<file path="config.mk">
export PLATFORM = sky130hd
export DESIGN_NAME = lcd_frame_writer
export DESIGN_NICKNAME = d
export VERILOG_FILES = /design/src/rtl/lcd_pkg.sv /design/src/rtl/lcd_byte_strobe.sv /design/src/rtl/lcd_frame_writer.sv
export SDC_FILE = /design/constraint.sdc
export NUM_CORES = 1
export LEC_CHECK = 0
export BUFFER_PORTS_ARGS = -buffer_cell sky130_fd_sc_hd__buf_4
export CORE_MARGIN = 4
export CORE_UTILIZATION = 50
export CTS_CLUSTER_SIZE = 14
export DETAILED_ROUTE_END_ITERATION = 12
export GPL_TIMING_DRIVEN = 0
export PLACE_DENSITY = 0.81
export SETUP_SLACK_MARGIN = 0.15
export SLEW_MARGIN = 10
export SYNTH_ARGS = -nofsm -noshare
export SYNTH_HDL_FRONTEND = slang
export SYNTH_HIERARCHICAL = 1
export SYNTH_SLANG_ARGS = --single-unit
</file>
<file path="constraint.sdc">
create_clock -name clk -period 14.08 [get_ports clk]
set_clock_uncertainty 0.15 [all_clocks]
set_input_delay 1.408 -clock clk [delete_from_list [all_inputs] [get_ports clk]]
set_output_delay 1.408 -clock clk [all_outputs]
set_load 0.005 [all_outputs]
</file>
<file path="src/rtl/lcd_pkg.sv">
// Shared types, HD44780 command constants and helpers for the LCD frame writer.
// Optional build macro LCD_NUL_AS_SPACE_EN is consumed by lcd_byte_strobe.
package lcd_pkg;

    typedef enum logic [2:0] {
        PWR_WAIT,
        INIT,
        IDLE,
        LATCH,
        SEND_ADDR,
        SEND_CHAR,
        FINISH
    } lcd_state_t;

    typedef enum logic [1:0] {
        STB_IDLE,
        STB_SETUP,
        STB_PULSE,
        STB_WAIT
    } strobe_state_t;

    localparam logic [7:0] CMD_FUNC_SET  = 8'h38;
    localparam logic [7:0] CMD_DISP_ON   = 8'h0C;
    localparam logic [7:0] CMD_ENTRY     = 8'h06;
    localparam logic [7:0] CMD_CLEAR     = 8'h01;
    localparam logic [7:0] CMD_SET_DDRAM = 8'h80;

    localparam int unsigned NUM_LINES     = 4;
    localparam int unsigned LINE_W        = 128;

    // DDRAM start address of each display line.
    function automatic logic [7:0] line_addr(input logic [1:0] n);
        case (n)
            2'd0:    return 8'h00;
            2'd1:    return 8'h40;
            2'd2:    return 8'h10;
            default: return 8'h50;
        endcase
    endfunction

    function automatic logic [7:0] init_cmd(input logic [1:0] idx);
        case (idx)
            2'd0:    return CMD_FUNC_SET;
            2'd1:    return CMD_DISP_ON;
            2'd2:    return CMD_ENTRY;
            default: return CMD_CLEAR;
        endcase
    endfunction

    function automatic int unsigned at_least_one(input int unsigned v);
        return (v == 0) ? 1 : v;
    endfunction

    function automatic int unsigned max3(input int unsigned a, input int unsigned b,
                                         input int unsigned c);
        int unsigned m;
        m = (a > b) ? a : b;
        return (m > c) ? m : c;
    endfunction

endpackage

</file>
<file path="src/rtl/lcd_byte_strobe.sv">
// Single HD44780 byte transfer: setup cycle, E pulse, then command or clear wait.
// LCD_NUL_AS_SPACE_EN: character bytes equal to 0x00 are sent as 0x20.
module lcd_byte_strobe
    import lcd_pkg::*;
#(
    parameter int unsigned E_PULSE_CYC  = 50,
    parameter int unsigned CMD_WAIT_CYC = 2500,
    parameter int unsigned CLR_WAIT_CYC = 100000
) (
    input  logic       clk,
    input  logic       rst,
    input  logic       go,
    input  logic       rs,
    input  logic [7:0] data,
    input  logic       long_wait,
    output logic       lcd_e,
    output logic       lcd_rs,
    output logic [7:0] lcd_data,
    output logic       ready
);

    localparam int unsigned E_EFF   = at_least_one(E_PULSE_CYC);
    localparam int unsigned CMD_EFF = at_least_one(CMD_WAIT_CYC);
    localparam int unsigned CLR_EFF = at_least_one(CLR_WAIT_CYC);
    localparam int unsigned MAX_CYC = max3(E_EFF, CMD_EFF, CLR_EFF);
    localparam int unsigned CNT_W   = $clog2(MAX_CYC + 1);

    strobe_state_t    state;
    logic [CNT_W-1:0] cnt;
    logic             long_q;
    logic [7:0]       data_xl;
    logic [CNT_W-1:0] wait_last;

`ifdef LCD_NUL_AS_SPACE_EN
    assign data_xl = (rs && (data == 8'h00)) ? 8'h20 : data;
`else
    assign data_xl = data;
`endif

    assign wait_last = long_q ? CNT_W'(CLR_EFF - 1) : CNT_W'(CMD_EFF - 1);

    // rs/data stay on the bus from go until the next go, covering pulse and wait.
    always_ff @(posedge clk) begin
        if (rst) begin
            state    <= STB_IDLE;
            cnt      <= '0;
            long_q   <= 1'b0;
            lcd_e    <= 1'b0;
            lcd_rs   <= 1'b0;
            lcd_data <= 8'h00;
            ready    <= 1'b1;
        end else begin
            case (state)
                STB_IDLE: begin
                    if (go) begin
                        lcd_rs   <= rs;
                        lcd_data <= data_xl;
                        long_q   <= long_wait;
                        ready    <= 1'b0;
                        state    <= STB_SETUP;
                    end
                end
                STB_SETUP: begin
                    lcd_e <= 1'b1;
                    cnt   <= '0;
                    state <= STB_PULSE;
                end
                STB_PULSE: begin
                    if (cnt == CNT_W'(E_EFF - 1)) begin
                        lcd_e <= 1'b0;
                        cnt   <= '0;
                        state <= STB_WAIT;
                    end else begin
                        cnt <= cnt + 1'b1;
                    end
                end
                STB_WAIT: begin
                    if (cnt == wait_last) begin
                        cnt   <= '0;
                        ready <= 1'b1;
                        state <= STB_IDLE;
                    end else begin
                        cnt <= cnt + 1'b1;
                    end
                end
                default: state <= STB_IDLE;
            endcase
        end
    end

endmodule

</file>
<file path="src/rtl/lcd_frame_writer.sv">
// Powers up and initialises an HD44780 4x16 display, then writes latched frames on start.
// LCD_NUL_AS_SPACE_EN (see lcd_byte_strobe) maps NUL characters to spaces.
module lcd_frame_writer
    import lcd_pkg::*;
#(
    parameter int unsigned E_PULSE_CYC  = 50,
    parameter int unsigned CMD_WAIT_CYC = 2500,
    parameter int unsigned CLR_WAIT_CYC = 100000,
    parameter int unsigned PWR_WAIT_CYC = 750000
) (
    input  logic                clk,
    input  logic                rst,
    input  logic                start,
    input  logic [LINE_W-1:0]   line1,
    input  logic [LINE_W-1:0]   line2,
    input  logic [LINE_W-1:0]   line3,
    input  logic [LINE_W-1:0]   line4,
    output logic                busy,
    output logic                done,
    output logic                lcd_e,
    output logic                lcd_rs,
    output logic                lcd_rw,
    output logic [7:0]          lcd_data
);

    localparam int unsigned PWR_EFF = at_least_one(PWR_WAIT_CYC);
    localparam int unsigned PWR_W   = $clog2(PWR_EFF + 1);

    lcd_state_t        state;
    logic [PWR_W-1:0]  pwr_cnt;
    logic [1:0]        init_idx;
    logic [1:0]        line_idx;
    logic [3:0]        char_idx;
    logic [LINE_W-1:0] line_buf [NUM_LINES];
    logic              go;
    logic              pending;
    logic              byte_rs;
    logic [7:0]        byte_data;
    logic              byte_long;
    logic              ready;
    logic              can_issue;
    logic              byte_done;
    logic [LINE_W-1:0] cur_line;
    logic [7:0]        cur_char;

    assign lcd_rw    = 1'b0;
    assign can_issue = !pending && ready && !go;
    assign byte_done = pending && ready && !go;
    assign cur_line  = line_buf[line_idx];
    assign cur_char  = cur_line[{4'd15 - char_idx, 3'b000} +: 8];

    lcd_byte_strobe #(
        .E_PULSE_CYC  (E_PULSE_CYC),
        .CMD_WAIT_CYC (CMD_WAIT_CYC),
        .CLR_WAIT_CYC (CLR_WAIT_CYC)
    ) u_strobe (
        .clk       (clk),
        .rst       (rst),
        .go        (go),
        .rs        (byte_rs),
        .data      (byte_data),
        .long_wait (byte_long),
        .lcd_e     (lcd_e),
        .lcd_rs    (lcd_rs),
        .lcd_data  (lcd_data),
        .ready     (ready)
    );

    // Sequencer: each state issues one byte via go, then advances when the strobe is ready again.
    always_ff @(posedge clk) begin
        if (rst) begin
            state     <= PWR_WAIT;
            pwr_cnt   <= '0;
            init_idx  <= '0;
            line_idx  <= '0;
            char_idx  <= '0;
            go        <= 1'b0;
            pending   <= 1'b0;
            byte_rs   <= 1'b0;
            byte_data <= 8'h00;
            byte_long <= 1'b0;
            busy      <= 1'b1;
            done      <= 1'b0;
            for (int i = 0; i < NUM_LINES; i++) line_buf[i] <= '0;
        end else begin
            go   <= 1'b0;
            done <= 1'b0;
            case (state)
                PWR_WAIT: begin
                    if (pwr_cnt == PWR_W'(PWR_EFF - 1)) begin
                        pwr_cnt <= '0;
                        state   <= INIT;
                    end else begin
                        pwr_cnt <= pwr_cnt + 1'b1;
                    end
                end
                INIT: begin
                    if (can_issue) begin
                        go        <= 1'b1;
                        pending   <= 1'b1;
                        byte_rs   <= 1'b0;
                        byte_data <= init_cmd(init_idx);
                        byte_long <= (init_idx == 2'd3);
                    end else if (byte_done) begin
                        pending <= 1'b0;
                        if (init_idx == 2'd3) begin
                            init_idx <= '0;
                            busy     <= 1'b0;
                            state    <= IDLE;
                        end else begin
                            init_idx <= init_idx + 2'd1;
                        end
                    end
                end
                IDLE: begin
                    if (start) begin
                        busy  <= 1'b1;
                        state <= LATCH;
                    end
                end
                LATCH: begin
                    line_buf[0] <= line1;
                    line_buf[1] <= line2;
                    line_buf[2] <= line3;
                    line_buf[3] <= line4;
                    line_idx    <= '0;
                    char_idx    <= '0;
                    state       <= SEND_ADDR;
                end
                SEND_ADDR: begin
                    if (can_issue) begin
                        go        <= 1'b1;
                        pending   <= 1'b1;
                        byte_rs   <= 1'b0;
                        byte_data <= CMD_SET_DDRAM | line_addr(line_idx);
                        byte_long <= 1'b0;
                    end else if (byte_done) begin
                        pending <= 1'b0;
                        state   <= SEND_CHAR;
                    end
                end
                SEND_CHAR: begin
                    if (can_issue) begin
                        go        <= 1'b1;
                        pending   <= 1'b1;
                        byte_rs   <= 1'b1;
                        byte_data <= cur_char;
                        byte_long <= 1'b0;
                    end else if (byte_done) begin
                        pending  <= 1'b0;
                        char_idx <= char_idx + 4'd1;
                        if (char_idx == 4'd15) begin
                            line_idx <= line_idx + 2'd1;
                            if (line_idx == 2'd3) begin
                                done  <= 1'b1;
                                state <= FINISH;
                            end else begin
                                state <= SEND_ADDR;
                            end
                        end
                    end
                end
                FINISH: begin
                    busy  <= 1'b0;
                    state <= IDLE;
                end
                default: state <= PWR_WAIT;
            endcase
        end
    end

endmodule

</file>
==> results.md, run 1 <==
* H-tree levels at 2
* Mapped cell area at between 0.02 and 0.03 mm2
* Setup TNS at 0 ns
* CP Cell Sequence: buf_4 > buf_4 > nor2_1 > clkbuf_1 > clkbuf_1 > and2_1
* Status: finished clean
* Post-synth ARST share at 0
* Io pins at ~530
* Root buffer cell: clkbuf_16
* Die Ht at 240 um
* Placed cell area at 0.0321 mm2
* Worst-margin pin slew at about 1.3 ns
* Placed insts at around 3,100
* Critical path's largest stage delay at 0.91 ns
* Setup repair bufs after CTS at 0
* Die width at about 240 um
* Yosys reg bits at between 500 and 600
* WHS at 0.320 ns
* DRC Markers at 0
* Commonest register cell after synthesis: edfxtp_1
* Iteration-0 DRC Markers at 2,686
* EDFF count, synth at 512
* CTS Buffer Depth at 3
* Area of the multi-input gates at 0.00937 mm2
* Final ANT Viol Nets at 0
* Layout cells sized above 1 at 0.312
* Met2 Wirelength at 46,500 um
* Area growth, synth to finish at 26.1%
* Crit path kind: primary input to register
* Pleak at 0.0130 uW
* WP data required at between 10 and 15 ns
* Peak supply drop at 0.000100 V
* Yosys warnings at 6
* Final setup violation count at 0
* Largest net degree at the start of global routing at 67
* CTS tree: yes
* Total wire length at 93,800 um
* Crit. End Element: register
* CTS buffer count at 59
* Slew margin rel. at 0.136
* Routed WL per cell at 28.9 um
* Worst min-delay path class: register to register
* GPL Wtd Cong at roughly 0.92
* Fin cells at approximately 3,300
* P per Cell Area at 116 mW/mm2
* Average cell area after synthesis at roughly 14 um2
* Vias in the first global route at 19,900
* Synth unique cells at 66
* Most frequent cell after synthesis: and2_1
* Setup WS post-layout at 10.09 ns
* Slew Viols, Final at 0
* Port bufs at 526
* # clock sinks at approximately 600
* Critical path peak fanout at 10
* Most frequent cells after synthesis: and2_1, edfxtp_1, mux4_2
* Via/cell ratio at 5.95
* Reg clk slew, reported paths at 0.06 ns
* Max layer used: met5
* Final Hold Viols at 0
* Fillers at 3,836
* Crit path launch type: primary input
* Die ar. at 0.0578 mm2
* WP data arrival at 4.33 ns
* Gate count of the mapped netlist at 1,910
* CTS Hold Buffers Added at 0
* Final period utilization at 0.283
* Core area at 0.0530 mm2
* Design Area, Final at 0.0341 mm2
* Dpl ws at 9.50 ns
* Yosys top cell area share at 0.569
* Initial antenna violation count at 11
* Placed wire-length estimate at 69,500 um
* Total grt overflow at 0
* Top cells by area, synth: edfxtp_1, and2_1, mux4_2
* RSZ-0062 raised after global routing: false
* Highest Clock Rate at 0.251 GHz
* Starting Density at 0.510
* Gr usage total at 0.319
* Post-synthesis sequential area ratio at 0.627
* First drt pass iteration count at 7
* Number of cell rows at 84
* Register area at 0.0169 mm2
* Slowest-stage cell, CP: clkbuf_1
* Max-cap violation count at 0
* Crit path time final at 3.99 ns
* Synthesized net count at 2,441
* Yosys top cell by area: edfxtp_1
* Vias at between 15,000 and 20,000
* Met3 wire length at about 9300 um
* Clock latency at the later pin of the worst-skew pair at 0.63 ns
* WL met1 at roughly 34,000 um
* Post-CTS Resized at 0
* First-pass GRT wire length at 132,000 um
* Nets at 3,037
==> placed cells by master, fill, tap and decap left out, drive strengths merged, types with 30 or more instances in the layout <==
master / count
dfxtp: 78
mux4: 113
mux2i: 68
clkbuf: 156
and2: 517
nand2: 63
nor2: 55
clkinv: 30
buf: 578
edfxtp: 512
o21ai: 36
a21oi: 58
==> worst max-delay path: cells and delay by family <==
kind                   cells  cell delay [ns]
buffers and inverters      4             2.03
AND/OR/NAND/NOR            2             0.88
==> cell type report <==
cell class / instances / share of cell area
diodes: 7 / 0.000514
plain buffers: 130 / 0.0188
clock buffers: 69 / 0.0451
clock inverters: 41 / 0.0129
inverters: 19 / 0.00209
multi-input cells: 1171 / 0.275
flip-flops and latches: 590 / 0.497
well taps: 688 / 0.0253
repair buffers: 535 / 0.123
==> power breakdown <==
group          leakage (uW)  switching (uW)  internal, uW
clock              0.000977             683           943
combinational       0.00610             158           162
sequential          0.00592            33.6          1970
total                0.0130             874          3070
==> through the flow <==
| stage | power [uW] | util |
|---|---|---|
| 3_5_place_dp | 2350 | 0.605 |
| 2_1_floorplan | 2180 | - |
| 5_1_grt | 4050 | 0.643 |
| 3_3_place_gp | 2360 | 0.601 |
| 4_1_cts | 3940 | 0.643 |
| 6_report | 3940 | 0.643 |
==> kinds of logic after synthesis <==
family | share of synthesized area
AOI/OAI and AO/OA | 0.0505
xor gates and xnor gates | 0.00227
adders and majority gates | 0.00741
buffers and inverters | 0.0263
DFF | 0.627
muxes | 0.120
other | 0.000139
and+or+nand+nor | 0.166
==> flip-flops by register name (all words and copies together), names as in the netlist, 2 cells and up, named ones only <==
| name | flops |
|---|---|
| pwr_cnt | 20 |
| line_idx | 2 |
| init_idx | 2 |
| u_strobe/state | 2 |
| state | 3 |
| byte_data | 8 |
| u_strobe/cnt | 17 |
| char_idx | 4 |
| line_buf | 512 |
| u_strobe/lcd_data | 8 |
==> layer usage <==
layer  track usage  up-vias
met1         0.407     9615
met5             0        -
met3        0.0691      222
li1              -     8278
met2         0.538     1227
met4         0.129       10
==> final timing paths <==
path                          start                             to  slack, ns  cells past startpoint
max reg2reg   state[1]$_SDFFE_PP0P_  line_buf[0][67]$_SDFFCE_PN0P_      10.18                      6
max                             rst  line_buf[0][67]$_SDFFCE_PN0P_      10.09                      6
min          byte_long$_SDFFE_PP0P_   u_strobe/long_q$_SDFFE_PP0P_       0.32                      2
min reg2reg  byte_long$_SDFFE_PP0P_   u_strobe/long_q$_SDFFE_PP0P_       0.32                      2
Power figures use the tool's default switching activity.
==> run 2: changes to the inputs <==
==> constraint.sdc (replaced) <==
create_clock -name clk -period 3.5 [get_ports clk]
set_clock_uncertainty 0.15 [all_clocks]
set_input_delay 0.35 -clock clk [delete_from_list [all_inputs] [get_ports clk]]
set_output_delay 0.35 -clock clk [all_outputs]
set_load 0.005 [all_outputs]
==> run 2 against run 1 <==
Effect of this change:
- critical path depth rose by 4
- critical path type is now register to register
- via count rose by 21%
- highest routed layer unchanged
- register-to-register slack got worse by 10 ns
- combinational power rose to 5.8 times the previous value
- sequential cell count unchanged
- largest power group unchanged
- first-iteration DRC count is 36% higher
- sequential share of layout area down 6.5 points
==> results.md, run 2 (synthesis gave the netlist of run 1 again) <==
* Status: finished clean
* Clock latency at the later pin of the worst-skew pair at 0.66 ns
* Commonest non-fill, non-tap cell in the layout: buf_4
* Regs by FF count: line_buf (512), pwr_cnt (20), u_strobe/cnt (17)
* Placed insts at 3,133
* Worst min-delay path class: register to register
* Area of the multi-input gates at 0.00937 mm2
* Largest net degree at the start of global routing at a little over 70
* Placed wire-length estimate at 68,700 um
* Die ar. at between 0.05 and 0.06 mm2
* Highest Clock Rate at 0.295 GHz
* Vias at around 23,000
* Pleak at 0.0151 uW
* WP data required at around 3.9 ns
* Routed WL per cell at 30.7 um
* Fin cells at 3,774
* Root buffer cell: clkbuf_16
* CTS Buffer Depth at 3
* Final ANT Viol Nets at 0
* Area growth, synth to finish at 45.1%
* Initial antenna violation count at 16
* Crit path kind: register to register
* First-pass GRT wire length at approximately 160,000 um
* Starting Density at 0.510
* Critical path peak fanout at 10
* Io pins at around 530
* Peak supply drop at about 0.00045 V
* Slew Viols, Final at 0
* CTS buffer count at slightly below 60
* Layout cells sized above 1 at 0.263
* Slowest-stage cell, CP: buf_2
* RSZ-0062 raised after global routing: false
* Crit path time final at approximately 3.4 ns
* Register area at 0.0169 mm2
* Worst-margin pin slew at 1.28 ns
* Final period utilization at 0.967
* DRC Markers at 0
* GPL Wtd Cong at 0.932
* Reg clk slew, reported paths at 0.06 ns
* Max reg flops at 512
* Port bufs at 526
* Number of cell rows at 84
* First drt pass iteration count at 9
* Slew margin rel. at 0.149
* CTS tree: yes
* Die Ht at 240 um
* Vias in the first global route at roughly 24,000
* Die width at roughly 240 um
* Total grt overflow at 0
* Gr usage total at 0.395
* P per Cell Area at 421 mW/mm2
* Largest Register: line_buf
* Core area at 0.0530 mm2
* WP data arrival at 3.74 ns
* Final Hold Viols at 0
* Crit path top cell by count: buf_6
* WHS at 0.313 ns
* Crit path launch type: register
* Final setup violation count at 0
* # clock sinks at slightly below 600
* Leading cell types in the layout, fill and taps excluded: buf_4, and2_1, dlygate4sd3_1
* Fillers at 2,975
* Total wire length at 116,000 um
* Setup TNS at 0 ns
* Max-cap violation count at 0
* Critical path's largest stage delay at 0.54 ns
* Crit. End Element: register
* Via/cell ratio at 6.21
* Nets at 3,551
* H-tree levels at 2
* CP Cell Sequence: buf_6 > buf_6 > or3b_1 > clkbuf_1 > buf_2 > o22ai_1 > a211oi_1 > o21ai_0 > nand4_1 > a31oi_1
* Final Power at 16,500 uW
* Iteration-0 DRC Markers at between 3,000 and 4,000
## run 2: cell count changes in the layout (fill, tap and decap cells not counted), sizes merged, moves of 2 or more
cell / previous run / this run
diode: 7 / 20
clkbuf: 156 / 162
clkinv: 30 / 23
dlygate4sd3: 0 / 514
bufinv: 9 / 4
inv: 20 / 22
## run 2: final cells by class
cell class	count	share of cell area
well taps	688	0.0220
diodes	20	0.00128
repair buffers	1049	0.238
inverters	19	0.00182
flip-flops and latches	590	0.432
clock buffers	75	0.0410
multi-input cells	1171	0.239
clock inverters	32	0.00750
plain buffers	130	0.0172
## run 2: final timing paths
| path | startpoint | endpoint | slack (ns) | depth (start not counted) |
|---|---|---|---|---|
| max | register | byte_data[1]$_SDFFE_PP0P_ | 0.12 | 10 |
| min | byte_long$_SDFFE_PP0P_ | u_strobe/long_q$_SDFFE_PP0P_ | 0.31 | 2 |
| max reg2reg | register | byte_data[1]$_SDFFE_PP0P_ | 0.12 | 10 |
| min reg2reg | byte_long$_SDFFE_PP0P_ | u_strobe/long_q$_SDFFE_PP0P_ | 0.31 | 2 |
## run 2: stage by stage
step           utilization  setup WS (ns)  instance area [um2]
6_report             0.740          0.115                39200
5_1_grt              0.739          0.153                39200
4_1_cts              0.739          0.127                39100
3_5_place_dp         0.606         -0.189                32100
3_3_place_gp         0.601          -2.67                31800
2_1_floorplan            -          -1.39                27000
## run 2: worst max-delay path: cells and delay by family (launching register included)
kind,cells,cell delay [ns]
flops,1,0.33
compound gates,4,0.98
simple gates,2,0.36
buf+inv,4,1.44
## run 2: power by group
part           internal [uW]  switching (uW)
clock                   3560            3020
combinational           1030             813
sequential              7910             163
total                  12500            4000
## run 2: timing repair
item | in CTS | in global routing
setup buffers | 0 | 0
endpoints found under the hold margin | 515 | 0
hold buffers | 514 | 0
setup endpoints to repair | 45 | 120
gates resized for setup | 6 | 21
## run 2: layer usage
layer | up-vias | routed length [um] | track usage
li1 | 9316 | - | -
met1 | 11100 | 36400 | 0.454
met2 | 2385 | 55300 | 0.640
met3 | 636 | 14200 | 0.112
met4 | 6 | 9830 | 0.276
met5 | - | 47 | 0
